File: src/rtl/cpuy_irq_ctrl.sv
`default_nettype none
// ============================================================================
// Module   : cpuy_irq_ctrl
// Brief    : Prioritised interrupt controller (EI > T0 > T1) with a
//            request/ack/EOI handshake towards the core and timer done acks.
// Revision : 1.0 - initial release
// ============================================================================
module cpuy_irq_ctrl #(
    parameter logic [11:0] EI_VECTOR   = 12'h010,
    parameter logic [11:0] T0_VECTOR   = 12'h020,
    parameter logic [11:0] T1_VECTOR   = 12'h030,
    parameter int          SYNC_STAGES = 2
) (
    input  logic        clk,
    input  logic        rst,
    input  logic        ext_int,
    input  logic        t0_done,
    input  logic        t1_done,
    input  logic [3:0]  cfg,
    input  logic        irq_ack,
    input  logic        eoi,
    output logic        irq_req,
    output logic [11:0] irq_vector,
    output logic [1:0]  irq_src,
    output logic        t0_done_ack,
    output logic        t1_done_ack,
    output logic [2:0]  pending,
    output logic        in_service
);

    localparam logic [1:0] c_src_none = 2'd0;
    localparam logic [1:0] c_src_ei   = 2'd1;
    localparam logic [1:0] c_src_t0   = 2'd2;
    localparam logic [1:0] c_src_t1   = 2'd3;

    typedef enum logic [1:0] {
        ST_IDLE       = 2'd0,
        ST_REQUEST    = 2'd1,
        ST_IN_SERVICE = 2'd2
    } state_t;

    state_t r_state;
    state_t w_state_nxt;

    logic [SYNC_STAGES-1:0] r_sync;
    logic                   r_ei_prev;
    logic                   r_t0_prev;
    logic                   r_t1_prev;

    logic [2:0]  r_pending;
    logic [2:0]  w_pending_nxt;
    logic [2:0]  w_set;
    logic [2:0]  w_clr;
    logic [2:0]  w_eligible;

    logic        r_irq_req;
    logic        w_irq_req_nxt;
    logic [1:0]  r_src;
    logic [1:0]  w_src_nxt;
    logic [11:0] r_vector;
    logic [11:0] w_vector_nxt;
    logic        r_in_service;
    logic        w_in_service_nxt;
    logic        r_t0_ack;
    logic        w_t0_ack_nxt;
    logic        r_t1_ack;
    logic        w_t1_ack_nxt;

    logic [1:0]  w_arb_src;
    logic [11:0] w_arb_vec;
    logic        w_src_en;
    logic        w_src_live;

    // ext_int is asynchronous; only the last synchroniser stage feeds logic.
    always_ff @(posedge clk) begin
        if (rst) begin
            r_sync    <= '0;
            r_ei_prev <= 1'b0;
            r_t0_prev <= 1'b0;
            r_t1_prev <= 1'b0;
        end else begin
            r_sync    <= {r_sync[SYNC_STAGES-2:0], ext_int};
            r_ei_prev <= r_sync[SYNC_STAGES-1];
            r_t0_prev <= t0_done;
            r_t1_prev <= t1_done;
        end
    end

    assign w_set = {t1_done & ~r_t1_prev,
                    t0_done & ~r_t0_prev,
                    r_sync[SYNC_STAGES-1] & ~r_ei_prev};

    // A set arriving in the same cycle as its clear keeps the bit high.
    assign w_pending_nxt = (r_pending & ~w_clr) | w_set;

    assign w_eligible = r_pending & {cfg[0], cfg[1], cfg[2]} & {3{cfg[3]}};

    always_comb begin
        w_arb_src = c_src_none;
        w_arb_vec = 12'h000;
        if (w_eligible[0]) begin
            w_arb_src = c_src_ei;
            w_arb_vec = EI_VECTOR;
        end else if (w_eligible[1]) begin
            w_arb_src = c_src_t0;
            w_arb_vec = T0_VECTOR;
        end else if (w_eligible[2]) begin
            w_arb_src = c_src_t1;
            w_arb_vec = T1_VECTOR;
        end
    end

    always_comb begin
        w_src_en = 1'b0;
        case (r_src)
            c_src_ei: w_src_en = cfg[2];
            c_src_t0: w_src_en = cfg[1];
            c_src_t1: w_src_en = cfg[0];
            default:  w_src_en = 1'b0;
        endcase
    end

    assign w_src_live = cfg[3] & w_src_en;

    always_ff @(posedge clk) begin
        if (rst) begin
            r_state      <= ST_IDLE;
            r_pending    <= 3'b000;
            r_irq_req    <= 1'b0;
            r_src        <= c_src_none;
            r_vector     <= 12'h000;
            r_in_service <= 1'b0;
            r_t0_ack     <= 1'b0;
            r_t1_ack     <= 1'b0;
        end else begin
            r_state      <= w_state_nxt;
            r_pending    <= w_pending_nxt;
            r_irq_req    <= w_irq_req_nxt;
            r_src        <= w_src_nxt;
            r_vector     <= w_vector_nxt;
            r_in_service <= w_in_service_nxt;
            r_t0_ack     <= w_t0_ack_nxt;
            r_t1_ack     <= w_t1_ack_nxt;
        end
    end

    always_comb begin
        w_state_nxt      = r_state;
        w_irq_req_nxt    = r_irq_req;
        w_src_nxt        = r_src;
        w_vector_nxt     = r_vector;
        w_in_service_nxt = r_in_service;
        w_t0_ack_nxt     = 1'b0;
        w_t1_ack_nxt     = 1'b0;
        w_clr            = 3'b000;

        case (r_state)
            ST_IDLE: begin
                if ((|w_eligible) && !r_in_service) begin
                    w_irq_req_nxt = 1'b1;
                    w_src_nxt     = w_arb_src;
                    w_vector_nxt  = w_arb_vec;
                    w_state_nxt   = ST_REQUEST;
                end
            end
            ST_REQUEST: begin
                // Ack takes precedence over a coincident mask change or eoi.
                if (irq_ack) begin
                    case (r_src)
                        c_src_ei: w_clr = 3'b001;
                        c_src_t0: begin
                            w_clr        = 3'b010;
                            w_t0_ack_nxt = 1'b1;
                        end
                        c_src_t1: begin
                            w_clr        = 3'b100;
                            w_t1_ack_nxt = 1'b1;
                        end
                        default:  w_clr = 3'b000;
                    endcase
                    w_irq_req_nxt    = 1'b0;
                    w_in_service_nxt = 1'b1;
                    w_state_nxt      = ST_IN_SERVICE;
                end else if (!w_src_live) begin
                    w_irq_req_nxt = 1'b0;
                    w_src_nxt     = c_src_none;
                    w_vector_nxt  = 12'h000;
                    w_state_nxt   = ST_IDLE;
                end
            end
            ST_IN_SERVICE: begin
                if (eoi) begin
                    w_in_service_nxt = 1'b0;
                    w_src_nxt        = c_src_none;
                    w_vector_nxt     = 12'h000;
                    w_state_nxt      = ST_IDLE;
                end
            end
            default: begin
                w_state_nxt = ST_IDLE;
            end
        endcase
    end

    assign irq_req     = r_irq_req;
    assign irq_vector  = r_vector;
    assign irq_src     = r_src;
    assign t0_done_ack = r_t0_ack;
    assign t1_done_ack = r_t1_ack;
    assign pending     = r_pending;
    assign in_service  = r_in_service;

endmodule
`default_nettype wire
File: config.mk
export PLATFORM = sky130hd
export DESIGN_NAME = cpuy_irq_ctrl
export DESIGN_NICKNAME = d
export VERILOG_FILES = /design/src/rtl/cpuy_irq_ctrl.sv
export SDC_FILE = /design/constraint.sdc
export NUM_CORES = 1
export LEC_CHECK = 0
export CAP_MARGIN = 20
export CORE_AREA = 5 5 52 54
export CTS_CLUSTER_SIZE = 20
export DETAILED_ROUTE_END_ITERATION = 8
export DIE_AREA = 0 0 57 59
export PLACE_DENSITY = 0.79
export SLEW_MARGIN = 5
export SYNTH_ARGS = -nofsm -noshare
export SYNTH_HDL_FRONTEND = slang
export SYNTH_SLANG_ARGS = --single-unit
File: constraint.sdc
create_clock -name clk -period 1.8 [get_ports clk]
set_input_delay 0.18 -clock clk [delete_from_list [all_inputs] [get_ports clk]]
set_output_delay 0.18 -clock clk [all_outputs]
set_load 0.1 [all_outputs]
* Word-level counts from Yosys, hierarchy flattened
Index checks and enable logic that the tools add are counted.
** Word-level totals
- Logic and storage cells :: 81
- Bits of input ports :: 11
- Register bits :: 28
- Output and inout bits :: 21
** Operators by class
- Reductions and logical operators :: 12
- Equality and inequality tests :: 11
- Bitwise logic cells :: 14
- Mux-type cells :: 32
** Operators with widths (count)
- $mux W12 :: 4
- $pmux W12 S3 :: 1
- $mux W2 :: 9
- $mux W6 :: 3
- $pmux W2 S3 :: 2
- $ne A2 B2 Y1 const B :: 5
- $and A3 B3 Y3 :: 3
- $pmux W3 S3 :: 1
- $reduce_and A3 Y1 :: 3
- $mux W1 :: 7
- $eq A2 B2 Y1 const B :: 3
- $mux W3 :: 2
- $reduce_or A3 Y1 :: 2
- $not A1 Y1 :: 5
- $reduce_and A5 Y1 :: 1
- $and A1 B1 Y1 :: 4
- $eq A2 B1 Y1 const B :: 2
- $pmux W1 S2 :: 2
- $reduce_bool A2 Y1 :: 2
- $ne A3 B3 Y1 const B :: 1
- $not A3 Y3 :: 1
- $or A3 B3 Y3 :: 1
- $pmux W1 S3 :: 1
- $reduce_bool A3 Y1 :: 1
- 3 further kinds :: 3

* Longest topological paths before layout
Gate-level depths: netlist (run 1).
- Word-level depth :: 7
- Depth in mapped cells :: 6
- Mapped depth without buffers :: 6

* Least setup slack after synthesis (run 1)
No wires, ideal clock.
- Kind :: register to register
- Start :: reg r_pending[1], in the netlist pending[1]
- End :: reg r_state[1]
- Required time :: 1713 ps
- Arrival time :: 2110 ps
- Stages on the path, launching flop included :: 5
- Clock period less this slack :: 2197 ps
- Buffers on the path :: 0
- Path slack :: -397 ps
- Setup time :: 87 ps
- Cell sequence :: dfxtp_1 -> a22oi_1 -> o221a_4 -> or4_1 -> o31ai_1
** Between the ends
- Cells in the longest elaborated chain, start to end :: 6
** Ends and longest elaborated chain
- from (decl) :: line 50 : logic [2:0] r_pending;
- from (signal assigned) :: line 137 : r_pending <= w_pending_nxt;
- $and A3 B3 Y3 (2 in series) :: line 96 : assign w_eligible = r_pending & {cfg[0], cfg[1], cfg[2]} & {3{cfg[3]}};
- $reduce_or A3 Y1 :: line 159 : if ((|w_eligible) && !r_in_service) begin
- $logic_and A1 B1 Y1 :: line 159
- $ne A2 B2 Y1 (no source line)
- $reduce_and A3 Y1 (no source line)
- to (signal assigned) :: line 136 : r_state <= w_state_nxt;
- to (decl) :: line 42 : state_t r_state;
No other way between the ends.
A chain may end at the register's enable or synchronous reset.

* Worst setup path in the final report (run 1)
- Start :: reg r_state[1]
- End :: reg r_state[1]
** Between the ends
- Cells in the longest elaborated chain, start to end :: 3
- Elaborated cells on any way between the ends :: 8
- Those cells by class :: eq/ne (5); mux (1); reduce/logical (2)
** Ends and longest elaborated chain
- $eq A2 B1 Y1, or another cell as far along :: line 157 : case (r_state)
- $ne A3 B3 Y1 (no source line) or $ne A2 B2 Y1 (tied branches)
- $reduce_and A3 Y1 (no source line)
Parallel ways exist; a longest one is shown, timed or not.

==> flow_summary.toml, run 1 <==
[outcome]
outcome = "finished clean"

[drt]
vias_per_cell = 4.80
avgRoutedWirePerCell_um = 12.3
route.antenna.remaining_nets = 0
drc = 0
drt_iter0_drc = 13
vias = 711
firstDrtPassIters = 4
wl_um = 1820

[power_and_ir_drop]
p_leak_uw = 0.000460
power.share.switching_pct = 46.2
pwr-share-seq_pct = 32.0
peakVddDrop_uv = 622
p_int_uw = 740
power_uw = 1380
pwr-share-clk_pct = 17.4
p_per_area_nw_per_um2 = 1230
power_frac_comb_pct = 50.6
power.switching_uw = 636

[worst_setup_path]
r2r-start = "r_state[1]"
crit_path_max_fanout = 7
cp-end-kind = "register"
worst-setup-path-type = "register to register"
startpoint_type = "register"
worstPathArrival_ns = 1.83
cp_cell_sequence = "inv_1 > ha_4 > inv_2 > o32ai_2 > buf_4 > a211oi_2 > o31ai_1"
critPathMaxStageDelay_ns = 0.33
r2r_setup_slack_ns = 0.17
cp_slowest_cell = "dfxtp_1"
crit_required_ns = 2.00
reg2regPathDepth = 7
r2r-end = "r_state[1]"

[floorplan]
num_rows = 17
dieArea_um2 = 3360
io_pins = 32
initial_core_util_pct = 40.2
dieWidth_um = 57
chipHeight_um = 59
core_um2 = 2170

[clocking]
cts-buffers-inserted = 3
h-tree-depth = 1
clk_latency_ns = 0.29
cts_root_buf = "clkbuf_4"
clk_path_buf_depth = 2
cts_tree = "built"
clock-sinks = 16
ctsHoldBuffers = 0
clkSlewWorstSetupHoldPaths_ns = 0.09

[global_routing]
grt_pass1_vias = 690
antenna_found_initial = 0
grt_max_degree = 16
grt_usage_pct = 11.4
grt_pass1_wl_um = 2950
grt_overflow = 0

[yosys]
ys.flop_type = "dfxtp_1"
ys_seq_area_share_pct = 36.7
ys_ff_latch = 16
yosysMostFrequentCell = "dfxtp_1"
synthArstFlopShare_pct = 0
synthCells = 95
synth_top_area_share_pct = 36.7
netlist_top_cells_area = "dfxtp_1 37%, buf_4 10%, ha_1 5.7%"
synth_top_area_cell = "dfxtp_1"
yosys_warnings = 0
synth_edf_count = 0
ys_top_cells_by_count = "16 x dfxtp_1, 12 x buf_4, 8 x nor2b_1, 7 x nand2_1"
avgSynthCellArea_um2 = 9.18
synth.distinct_cells = 30
synth_area_um2 = 872

[place]
port_buffers = 21
pre_cts_ws_ns = -0.0415
gp_congestion = 0.837
place_area_um2 = 1070
hpwl_um = 1430
dp_cells = 144

[finish]
num-nets-final = 136
drive_gt1_share_pct = 26.7
layout.cells.non_filler = 148
design_area_um2 = 1120
antennaDiodeCount = 0
n_fill_cell = 206
syn_to_final_growth_pct = 28.3

[sta]
clock_skew_ns = 0.00149
setup_ws_ns = 0.171
fmax_mhz = 614
finalSetupViolations = 0
hold_viol = 0
fin_crit_ns = 1.63
report.final.slew_viol_count = 0
finalCritPeriodShare_pct = 90.5
rsz0062_at_grt = "no"
whs_ns = 0.433

[hold_path]
hold_path_startpoint = "ext_int"
hp-class = "primary input to register"
hold_depth = 2
holdPathEnd = "r_sync[0]"

[flow_run]
maxCapViolations = 0
==> kinds of logic after synthesis <==
| family | count (synthesis) | share of synthesized area [%] |
|---|---|---|
| muxes | 4 | 4.59 |
| AOI/OAI and AO/OA | 18 | 16.8 |
| buffers and inverters | 19 | 13.3 |
| adders and majority gates | 4 | 5.74 |
| other | 1 | 0.430 |
| and+or+nand+nor | 33 | 22.4 |
| DFF | 16 | 36.7 |
==> sequential cells by signal, indices dropped and copies added (netlist names) <==
register	count
in_service	1
irq_req	1
irq_vector	2
pending	3
r_ei_prev	1
r_state	2
r_sync	2
r_t0_prev	1
r_t1_prev	1
t0_done_ack	1
t1_done_ack	1
==> stage by stage <==
step                      utilization (%)  TNS, ns
after global routing                 51.6        0
after CTS                            51.0        0
after floorplan                         -        0
after detailed placement             49.3   -0.121
after global placement               49.3        0
final                                51.6        0
==> what timing repair did <==
| item | CTS | global route |
|---|---|---|
| gates resized for setup | 0 | 2 |
| setup buffers | 0 | 0 |
| setup endpoints to repair | 0 | 4 |
==> area by class of cell <==
cell class,count,area (µm²),area share (%)
clock buffer,4,36.3,3.24
tap,28,35.0,3.13
sequential,16,330,29.5
timing repair buffer,25,213,19.0
inverter,6,22.5,2.01
multi-input combinational,69,482,43.1
==> layout by cell type (no fill, tap or decap), types with 4 or more instances in the layout <==
cell type         n
nand2_1           7
conb_1           10
nor2b_1           8
a21oi_1           5
buf_4            15
inv_1             5
dfxtp_2           5
dfxtp_1          10
nor2_1            4
clkdlybuf4s50_1  10
mux2i_1           4
nand2b_1          4
==> worst max-delay path: cells and delay by family (launching register included) <==
kind,cells,cell delay (ns)
AO/OA/AOI/OAI,3,0.61
flip-flops,1,0.33
adder cells (fa/ha/maj),1,0.20
buffers and inverters,3,0.40
==> how the worst max path moves through the flow <==
stage | slack (ns) | start | cells after the start | endpoint
2_1_floorplan | 0.01 | pending[2] | 4 | r_state[1]
3_3_place_gp | 0.01 | cfg[3] | 5 | r_state[1]
3_5_place_dp | -0.04 | cfg[3] | 5 | r_state[1]
4_1_cts | 0.07 | r_state[1] | 7 | r_state[1]
5_1_grt | 0.03 | r_state[1] | 7 | r_state[1]
6_report | 0.17 | r_state[1] | 7 | r_state[1]
==> per-layer routing <==
metal / global-route usage, % / vias to the layer above / wire, µm
li1: - / 358 / -
met1: 13.8 / 320 / 797
met2: 18.4 / 31 / 866
met3: 2.61 / 2 / 133
met4: 6.62 / 0 / 26
met5: 0 / - / 0
==> power groups by stage <==
stage,sequential (µW),combinational (µW),clock [µW]
after floorplan,614,393,0
after global placement,441,676,0
after detailed placement,444,684,0
after CTS,436,686,255
after global routing,447,743,264
final,440,697,239
(Power assumes the default switching activity.)
==> inputs of run 2 (changes only) <==
Settings changed: CORE_AREA 5 5 52 54 to 5 5 51 53, CTS_BUF_LIST set to sky130_fd_sc_hd__clkbuf_2, DIE_AREA 0 0 57 59 to 0 0 56 58, GPL_TIMING_DRIVEN set to 0, PLACE_DENSITY 0.79 to 0.81, SLEW_MARGIN 5 to 20.
==> flow_summary.toml, run 2 (synthesized netlist as in run 1, its figures left out) <==
[worst_setup_path]
cpLargestDelayFamily = "buffers and inverters"
worst-setup-path-type = "register to output port"
cp-end-kind = "output port"
crit_buf_inv = 1
crit_required_ns = 1.62
cp_cell_sequence = "dlygate4sd2_1"
crit_path_max_fanout = 7
startpoint_type = "register"
critPathMaxStageDelay_ns = 0.87
cp_slowest_cell = "dlygate4sd2_1"
worstPathArrival_ns = 1.57

[drt]
firstDrtPassIters = 5
vias = 764
route.antenna.remaining_nets = 0
vias_per_cell = 4.87
avgRoutedWirePerCell_um = 12.3
drt_iter0_drc = 14
wl_um = 1930
drc = 0

[place]
port_buffers = 21
dp_cells = 153
gp_congestion = 0.820
hpwl_um = 1530
place_area_um2 = 1160

[floorplan]
dieWidth_um = 56
num_rows = 17
chipHeight_um = 58
io_pins = 32
dieArea_um2 = 3250
core_um2 = 2110
initial_core_util_pct = 41.4

[sta]
worst_slew_pin_slew_ns = 0.964
finalCritPeriodShare_pct = 97.4
fmax_mhz = 570
report.final.slew_viol_count = 0
rsz0062_at_grt = "no"
hold_viol = 0
fin_crit_ns = 1.75
finalSetupViolations = 0
slew_headroom_pct = 36.0
clock_skew_ns = 0.0189

[finish]
drive_gt1_share_pct = 24.8
design_area_um2 = 1180
layout_commonest_cell = "buf_4"
antennaDiodeCount = 0
largest_register_ffs = 3
num-nets-final = 145
layout.cells.non_filler = 157
final_cell_mix = "13 x buf_4, 10 x conb_1, 10 x clkdlybuf4s50_1, 10 x dfxtp_1, 8 x nor2b_1"
syn_to_final_growth_pct = 35.3

[clocking]
clkSlewWorstSetupHoldPaths_ns = 0.16
clock-sinks = 16
cts-buffers-inserted = 3
h-tree-depth = 1
ctsHoldBuffers = 0
cts_tree = "built"
clk_latency_ns = 0.30
post-cts-setup-buffers = 0
cts_root_buf = "clkbuf_2"
clk_path_buf_depth = 2

[hold_path]
hp-class = "primary input to register"

[outcome]
outcome = "finished clean"

[power_and_ir_drop]
peakVddDrop_uv = 597
p_leak_uw = 0.000514
p_per_area_nw_per_um2 = 1100

[global_routing]
antenna_found_initial = 0
grt_pass1_vias = 731
grt_overflow = 0
grt_usage_pct = 11.8
grt_max_degree = 11
grt_pass1_wl_um = 3020

[flow_run]
maxCapViolations = 0
-- run 2: changes by cell type in the layout (fill, tap and decap cells not counted), moves of 2 or more --
cell,previous run,this run
clkbuf_4,3,0
buf_4,15,13
dlygate4sd2_1,0,7
clkbuf_2,0,5
-- run 2: per-stage QoR --
step	setup TNS, ns	hold slack (ns)	util (%)	total power [µW]	worst slack, ns
after global placement	-0.159	0.421	55.1	1130	-0.0727
after floorplan	0	0.252	-	1010	0.0137
after detailed placement	-0.325	0.456	55.1	1140	-0.108
after CTS	0	0.428	56.1	1300	0.0192
final	0	0.435	56.0	1300	0.0466
after global routing	0	0.440	56.0	1370	0.00601
-- run 2: cell type report --
cell class | instances | area [µm²]
fillers | 190 | 926
clock buffers | 4 | 20.0
well taps | 28 | 35.0
repair buffers | 21 | 195
inverters | 6 | 22.5
plain buffers | 13 | 93.8
multi-input cells | 69 | 483
flip-flops and latches | 16 | 330
-- run 2: layer usage --
layer  share of wire (%)  vias to the layer above  routed length, µm  track usage [%]
li1                    -                      378                  -                -
met1                  42                      351                805             13.4
met2                  50                       30                972             21.2
met3                 6.0                        5                117             2.23
met4                 2.0                        0                 38             6.10
met5                   0                        -                  0                0
-- run 2: worst paths after layout --
check           startpoint          to  slack [ns]  depth (start not counted)
min reg2reg      r_sync[0]   r_sync[1]        0.46                          1
max reg2reg     r_state[1]     irq_req        0.13                          6
max          irq_vector[5]  irq_src[1]        0.05                          1
min                t0_done  pending[1]        0.44                          3
-- run 2: power breakdown --
part           internal (µW)  switching [µW]
combinational            208             482
sequential               398            38.7
clock                   58.9             115
total                    665             635
-- run 2: timing repair --
action,4_1_cts,5_1_grt
hold endpoints to repair,0,0
pin swaps,0,0
gates resized for setup,16,3
setup endpoints to repair,13,5
